[src/rtl/imuldiv_mul_arbiter.sv]
// Two-port round-robin front end for one shared iterative 32x32 signed multiplier.
// One operation in flight; operands are latched so the multiplier sees them stable until its response.
module imuldiv_mul_arbiter #(
    parameter int OP_W  = 32,
    parameter int RES_W = 64
) (
    input  logic             clk,
    input  logic             reset_n,

    input  logic [OP_W-1:0]  req0_msg_a,
    input  logic [OP_W-1:0]  req0_msg_b,
    input  logic             req0_val,
    output logic             req0_rdy,
    output logic [RES_W-1:0] resp0_msg_result,
    output logic             resp0_val,
    input  logic             resp0_rdy,

    input  logic [OP_W-1:0]  req1_msg_a,
    input  logic [OP_W-1:0]  req1_msg_b,
    input  logic             req1_val,
    output logic             req1_rdy,
    output logic [RES_W-1:0] resp1_msg_result,
    output logic             resp1_val,
    input  logic             resp1_rdy,

    output logic [OP_W-1:0]  mulreq_msg_a,
    output logic [OP_W-1:0]  mulreq_msg_b,
    output logic             mulreq_val,
    input  logic             mulreq_rdy,
    input  logic [RES_W-1:0] mulresp_msg_result,
    input  logic             mulresp_val,
    output logic             mulresp_rdy,

    output logic             busy,
    output logic             owner
);

    typedef enum logic [1:0] {
        ST_IDLE,
        ST_ISSUE,
        ST_WAIT,
        ST_RESP
    } state_t;

    state_t           state;
    logic [OP_W-1:0]  op_a;
    logic [OP_W-1:0]  op_b;
    logic [RES_W-1:0] result;
    logic             prio;
    logic             grant0;
    logic             grant1;

    // prio names the port that wins when both request in the same IDLE cycle
    assign grant0 = req0_val & (~req1_val | ~prio);
    assign grant1 = req1_val & (~req0_val |  prio);

    assign req0_rdy = (state == ST_IDLE) & grant0;
    assign req1_rdy = (state == ST_IDLE) & grant1;

    assign mulreq_msg_a     = op_a;
    assign mulreq_msg_b     = op_b;
    assign resp0_msg_result = result;
    assign resp1_msg_result = result;

    // Handshake outputs are registered alongside the state so they never glitch on input changes
    always_ff @(posedge clk or negedge reset_n) begin
        if (!reset_n) begin
            state       <= ST_IDLE;
            op_a        <= '0;
            op_b        <= '0;
            result      <= '0;
            prio        <= 1'b0;
            owner       <= 1'b0;
            mulreq_val  <= 1'b0;
            mulresp_rdy <= 1'b0;
            resp0_val   <= 1'b0;
            resp1_val   <= 1'b0;
            busy        <= 1'b0;
        end else begin
            case (state)
                ST_IDLE: begin
                    if (req0_val && req0_rdy) begin
                        op_a       <= req0_msg_a;
                        op_b       <= req0_msg_b;
                        owner      <= 1'b0;
                        prio       <= 1'b1;
                        state      <= ST_ISSUE;
                        mulreq_val <= 1'b1;
                        busy       <= 1'b1;
                    end else if (req1_val && req1_rdy) begin
                        op_a       <= req1_msg_a;
                        op_b       <= req1_msg_b;
                        owner      <= 1'b1;
                        prio       <= 1'b0;
                        state      <= ST_ISSUE;
                        mulreq_val <= 1'b1;
                        busy       <= 1'b1;
                    end
                end
                ST_ISSUE: begin
                    if (mulreq_rdy) begin
                        state       <= ST_WAIT;
                        mulreq_val  <= 1'b0;
                        mulresp_rdy <= 1'b1;
                    end
                end
                ST_WAIT: begin
                    if (mulresp_val) begin
                        result      <= mulresp_msg_result;
                        state       <= ST_RESP;
                        mulresp_rdy <= 1'b0;
                        resp0_val   <= ~owner;
                        resp1_val   <= owner;
                    end
                end
                ST_RESP: begin
                    if (owner ? resp1_rdy : resp0_rdy) begin
                        state     <= ST_IDLE;
                        resp0_val <= 1'b0;
                        resp1_val <= 1'b0;
                        busy      <= 1'b0;
                    end
                end
                default: begin
                    state <= ST_IDLE;
                end
            endcase
        end
    end

endmodule

[config.mk]
export PLATFORM = sky130hd
export DESIGN_NAME = imuldiv_mul_arbiter
export DESIGN_NICKNAME = d
export VERILOG_FILES = /design/src/rtl/imuldiv_mul_arbiter.sv
export SDC_FILE = /design/constraint.sdc
export NUM_CORES = 1
export LEC_CHECK = 0
export BUFFER_PORTS_ARGS = -buffer_cell sky130_fd_sc_hd__buf_2
export CORE_AREA = 2 2 158 160
export DETAILED_ROUTE_END_ITERATION = 10
export DIE_AREA = 0 0 160 162
export GPL_TIMING_DRIVEN = 0
export PLACE_DENSITY_LB_ADDON = 0.05
export SLEW_MARGIN = 20
export SYNTH_ARGS = -nofsm -noshare
export SYNTH_HDL_FRONTEND = slang
export SYNTH_SLANG_ARGS = --single-unit
[constraint.sdc]
create_clock -name clk -period 1.7 [get_ports clk]
set_clock_uncertainty 0.2 [all_clocks]
set_input_delay 0.34 -clock clk [delete_from_list [all_inputs] [get_ports clk]]
set_output_delay 0.34 -clock clk [all_outputs]
set_load 0.005 [all_outputs]
==> results of run 1 <==
## power by group through the flow
| stage | clock [W] | combinational, W | sequential (W) |
|---|---|---|---|
| 6_report | 0.00386 | 0.00972 | 0.00601 |
| 2_1_floorplan | 0 | 0.00412 | 0.00602 |
| 4_1_cts | 0.00399 | 0.00930 | 0.00602 |
| 5_1_grt | 0.00412 | 0.0106 | 0.00625 |
| 3_5_place_dp | 0 | 0.00784 | 0.00606 |
| 3_3_place_gp | 0 | 0.00781 | 0.00604 |
## cells in the final DEF, fill, tap and decap left out, types with 3 or more instances in the layout
cell           synthesis  final
a21oi_1                4      3
a222oi_1              21     21
buf_12                 0     12
buf_16                 0      9
buf_2                 13    399
buf_4                 66     79
buf_6                  1     10
buf_8                  2      9
bufinv_16              0      3
clkbuf_1              10      4
clkbuf_16              0     18
clkbuf_2               0      6
clkinvlp_4             0      4
dfrtp_1              137    137
dlygate4sd3_1          0    151
inv_1                 25     23
inv_6                  0      4
mux2_2                66     53
mux2_4                 0     13
mux2i_1               44     19
mux2i_2                0     15
mux2i_4                0     10
nand2_1               49     46
o21ai_0               24      3
o21ai_1               21     39
o21ai_2                0      3
## stage by stage
| stage | setup WS (ns) | area, um^2 | TNS (ns) |
|---|---|---|---|
| global placement | -2.14 | 8610 | -317.87 |
| detailed placement | -0.349 | 8640 | -27.32 |
| global route | -0.449 | 11800 | -28.21 |
| floorplan | -0.0205 | 6200 | -0.854 |
| CTS | -0.400 | 11500 | -15.89 |
| finish | -0.370 | 11800 | -19.28 |
## metal layers
metal / routed length, um / vias up / share of wire (%) / track usage (%)
met5: 0 / - / 0 / 0
met2: 11700 / 272 / 52 / 31.1
li1: - / 2922 / - / -
met4: 359 / 0 / 1.6 / 5.61
met1: 8960 / 2887 / 40 / 19.9
met3: 1600 / 23 / 7.1 / 4.65
## final cells by class
class / count / area (um^2)
inverter: 25 / 93.8
timing repair buffer: 591 / 4180
multi-input combinational: 250 / 2340
buffer: 90 / 768
clock buffer: 19 / 443
clock inverter: 12 / 164
tap: 324 / 405
sequential: 137 / 3430
fill: 2243 / 12300
## repair_timing
| action | 4_1_cts | 5_1_grt |
|---|---|---|
| hold buffers | 150 | 1 |
| gates cloned | 9 | 1 |
| setup endpoints to repair | 135 | 136 |
| resized for setup | 98 | 54 |
| endpoints found under the hold margin | 176 | 1 |
| buffers inserted | 19 | 13 |
| pin swaps | 9 | 7 |
## critical path: stages (launching register included)
cell     delay, ns
dfrtp_1       0.39
inv_2         0.09
ha_4          0.17
nand2_4       0.05
a21oi_4       0.13
buf_6         0.13
buf_8         0.09
buf_6         0.08
## flip-flops by register name, indices dropped and copies added, names as in the netlist
name and flops:
busy 1, mulreq_msg_a 32, mulreq_msg_b 32, mulreq_val 1
mulresp_rdy 1, owner 1, prio 1, resp0_msg_result 64
resp0_val 1, resp1_val 1, state 2
## logic make-up (layout without fill, tap and decap cells)
kind of cell	count (synthesis)	after routing	synth area share (%)
AO/OA/AOI/OAI	80	80	8.73
adder cells (fa/ha/maj)	4	4	0.813
buffers and inverters	117	737	11.9
flip-flops	137	137	55.7
multiplexers	110	110	19.2
AND/OR/NAND/NOR	56	56	3.68
## final timing paths
path                                  start                   end  slack, ns  depth (start not counted)
setup / recovery                   state[1]              req0_rdy      -0.37                          7
hold / removal                req0_msg_a[2]       mulreq_msg_a[2]     0.0004                          3
setup reg to reg                   state[1]      mulreq_msg_a[20]      -0.34                         10
hold reg to reg            mulreq_msg_a[13]      mulreq_msg_a[13]       0.27                          2
max in group asynchronous           reset_n      mulreq_msg_a[27]       0.26                          3
min in group asynchronous           reset_n  resp0_msg_result[26]       0.26                          2
==> results.toml, run 1 <==
[power]
total_leakage_power_nw = 6.02
p_seq_share_pct = 30.7
power.total_w = 0.0196
vdd.ir_drop.worst_uv = 660
switchingPower_w = 0.00646
internal_power_w = 0.0131
comb_power_share_pct = 49.6
clock_power_share_pct = 19.7
power.density_cell_area_nw_per_um2 = 1660
netSwitchingFraction_pct = 33.0

[detailed_routing]
drtPass1Iterations = 8
route.detailed.drc = 0
initialDrtViolationCount = 231
vias = 6104
detail_route.vias_per_cell = 4.22
wl_per_cell_um = 15.6
ant_nets = 0
drt_wl_total_um = 22600

[place]
detailedPlacementHpwl_um = 15500
place.port_buffers = 399
gpl.final_weighted_congestion = 0.709
dp.cells = 1228

[layout]
post-route-util_pct = 49.0
insertedDiodeCount = 0
syn_to_final_growth_pct = 91.9
layoutNonFillerInstCount = 1448
drive_gt1_share_pct = 59.0
finish.net_count = 1316

[floorplan]
dieHeight_um = 162
placementRows = 57
dieArea_um2 = 25900
ios = 400
design.core.area_um2 = 24100
start_util_pct = 25.6
horizontal_die_dimension_um = 160

[setup_path]
crit_path_end_kind = "primary output"
crit_fanout = 4
cp_data_required_time_ns = 1.16
worst_ep_arrival_time_ns = 1.53
worstSetupStartpointType = "flop"
path_class = "reg2out"

[logic_synthesis]
synthesis.instances = 504
ys_async_sr_fraction_pct = 100
cell_variety_after_synth = 28
postSynth.topFlopCell = "dfrtp_1"
synth-seq-area-share_pct = 55.7
yosys.cell_count.top_type = "dfrtp_1"
syn-num-nets = 708
synth-edff-count = 0
main_area_contributors_after_synthesis = "dfrtp_1 56%, mux2_2 12%, buf_4 8.0%"
synth_top_cell_area_share_pct = 55.7
ys_top_cells_by_count = "137 x dfrtp_1, 66 x buf_4, 66 x mux2_2"
yosys_register_bits = 137
synth-warning-count = 0
synth_area_per_cell_um2 = 12.2
mappedNetlistArea_um2 = 6160
post-synth-top-area-cell = "dfrtp_1"

[grt]
globalRouteTotalUtil_pct = 17.3
first_global_vias = 6178
globalRoute.totalOverflow = 0
initial_antenna_violation_count = 0
grt_first_pass_wirelength_um = 34800
maximum_number_of_pins_on_one_net_before_global_route_repair = 73

[clocking]
clk_pin_slew_ns = 0.07
tritoncts_num_sinks = 137
clkLatencyLatePin_ns = 0.41
tritoncts = "done"
cts-root-to-sink-buffers = 2
cts_buffers = 17
clk_root_buffer_cell = "clkbuf_16"
cts_max_level = 4

[sta]
timing.max_slew.rel_slack_pct = 63.6
post-route-period-util_pct = 122
setup_viol_count_final = 123
setup_slack_ns = -0.370
layout_min_cycle_time_ns = 2.07
minimum_hold_slack_ns = 0.000409
timing.final.max_slew_violations = 0
grt_setup_unrepaired = "true"
final-hold-violation-count = 0
achievable-frequency_ghz = 0.483
worst-slew-pin-transition_ns = 0.546

[flow_run]
timing.max_cap.violations = 0

[run_status]
outcome = "complete, but fails checks"
failed_checks = "negative setup slack"

[min_path]
hold_class = "in2reg"
Note: power is estimated with default switching activity, not from simulation.
==> run 2, diff against run 1 <==
--- a/config.mk
+++ b/config.mk
@@ -9,7 +9,7 @@
 export CORE_AREA = 2 2 158 160
 export DETAILED_ROUTE_END_ITERATION = 10
 export DIE_AREA = 0 0 160 162
-export GPL_TIMING_DRIVEN = 0
+export HOLD_SLACK_MARGIN = 0.12
 export PLACE_DENSITY_LB_ADDON = 0.05
 export SLEW_MARGIN = 20
 export SYNTH_ARGS = -nofsm -noshare
==> results.toml, run 2 (same netlist as run 1, synthesis figures left out) <==
[layout]
most_common_cell_after_layout_fill_and_taps_aside = "buf_2"
drive_gt1_share_pct = 53.0
fillCellCount = 2204
final_cell_mix = "396 x buf_2, 194 x dlygate4sd3_1, 137 x dfrtp_1, 45 x nand2_1, 36 x o21ai_1"
final-seq-area_um2 = 3430
largest_reg_flops = 64
finish.net_count = 1292
post_route_cell_area_um2 = 11700
multi_input_combinational_cell_area_um2 = 2270
syn_to_final_growth_pct = 89.4

[power]
total_leakage_power_nw = 5.93
power.density_cell_area_nw_per_um2 = 1570
power.total_w = 0.0183
vdd.ir_drop.worst_uv = 625

[place]
placedInstanceArea_um2 = 8330
place.port_buffers = 399
detailedPlacementHpwl_um = 14300
dpl_worst_slack_ns = -0.187
gpl.final_weighted_congestion = 0.797

[sta]
setup_viol_count_final = 128
post-route-period-util_pct = 119
final-hold-violation-count = 0
achievable-frequency_ghz = 0.495
setup_slack_ns = -0.321
timing.max_slew.rel_slack_pct = 76.3
grt_setup_unrepaired = "true"
timing.final.max_slew_violations = 0
minimum_hold_slack_ns = 0.173
layout_min_cycle_time_ns = 2.02
worst-slew-pin-transition_ns = 0.355

[setup_path]
r2r.worst_path.cells = 9
r2r_setup_slack_ns = -0.30
crit_fanout = 4
r2r_end = "mulreq_msg_a[15]"
setup.worst_path.start = "state[1]"
crit_path_end_kind = "primary output"
regToRegStartpoint = "state[1]"
cp_data_required_time_ns = 1.16
worstSetupStartpointType = "flop"
path_class = "reg2out"
worst_ep_arrival_time_ns = 1.48

[clocking]
clk_pin_slew_ns = 0.06
cts_buffers = 17
clk_root_buffer_cell = "clkbuf_16"
tritoncts_num_sinks = 137
cts-root-to-sink-buffers = 2
clkLatencyLatePin_ns = 0.41
tritoncts = "done"
cts_max_level = 4

[detailed_routing]
detail_route.vias_per_cell = 4.25
vias = 6057
drtPass1Iterations = 5
route.detailed.drc = 0
wl_per_cell_um = 15.8
initialDrtViolationCount = 328
drt_wl_total_um = 22600
ant_nets = 0

[floorplan]
dieArea_um2 = 25900
design.core.area_um2 = 24100
horizontal_die_dimension_um = 160
start_util_pct = 25.6
placementRows = 57
dieHeight_um = 162
ios = 400

[grt]
globalRouteTotalUtil_pct = 16.7
grt_first_pass_wirelength_um = 33800
globalRoute.totalOverflow = 0
maximum_number_of_pins_on_one_net_before_global_route_repair = 49
initial_antenna_violation_count = 0
first_global_vias = 6493

[min_path]
hold_class = "in2reg"
min_from = "mulresp_val"
hold_depth = 3
whs_endpoint = "resp0_val"

[run_status]
failed_checks = "negative setup slack"
outcome = "complete, but fails checks"

[flow_run]
timing.max_cap.violations = 0
## run 2: metrics by stage
stage          std cells  util, %  setup TNS, ns
6_report            1426     48.4         -13.30
5_1_grt             1425     48.4         -22.93
4_1_cts             1414     47.1         -17.81
3_5_place_dp        1166     34.6         -12.36
3_3_place_gp        1166     34.6          -8.91
2_1_floorplan        504        -         -0.854
## run 2: how the worst max path moves through the flow
| stage | cells past startpoint | endpoint |
|---|---|---|
| global placement | 6 | req0_rdy |
| floorplan | 8 | mulreq_msg_a[10] |
| CTS | 6 | req0_rdy |
| finish | 6 | req1_rdy |
| global route | 6 | req0_rdy |
| detailed placement | 6 | req0_rdy |
## run 2: where the power goes
| part | leakage (nW) | switching (W) | total (W) | internal, W |
|---|---|---|---|---|
| clock | 0.254 | 0.00148 | 0.00351 | 0.00203 |
| sequential | 1.66 | 0.00108 | 0.00598 | 0.00490 |
| combinational | 4.02 | 0.00366 | 0.00878 | 0.00512 |
## run 2: routing by layer
metal,GRT usage [%],vias to the layer above,wire [um]
met5,0,-,0
met4,5.69,0,376
met3,4.70,22,1520
met2,32.3,282,12400
met1,17.2,2877,8290
li1,-,2876,-
## run 2: what timing repair did
item                                    4_1_cts  5_1_grt
resized for setup                            60       47
setup buffers                                14       13
gates cloned                                  8        5
endpoints found under the hold margin       267        0
endpoints found under the setup margin      117      137
pin swaps                                     7       13
hold buffers                                194        0
## run 2: cell type report
cell class	instances	share of cell area, %
Antenna cell	1	0.0214
Sequential cell	137	29.4
Multi-Input combinational cell	250	19.5
Inverter	25	0.804
Clock buffer	20	3.74
Tap cell	324	3.47
Timing Repair Buffer	657	42.1
Clock inverter	12	0.997
## run 2: critical path, stage by stage, from the launching register on
cell and delay (ns):
dfrtp_1 0.38, inv_2 0.09, ha_4 0.17, nand2_2 0.05, a21oi_2 0.13, buf_4 0.15
buf_6 0.09
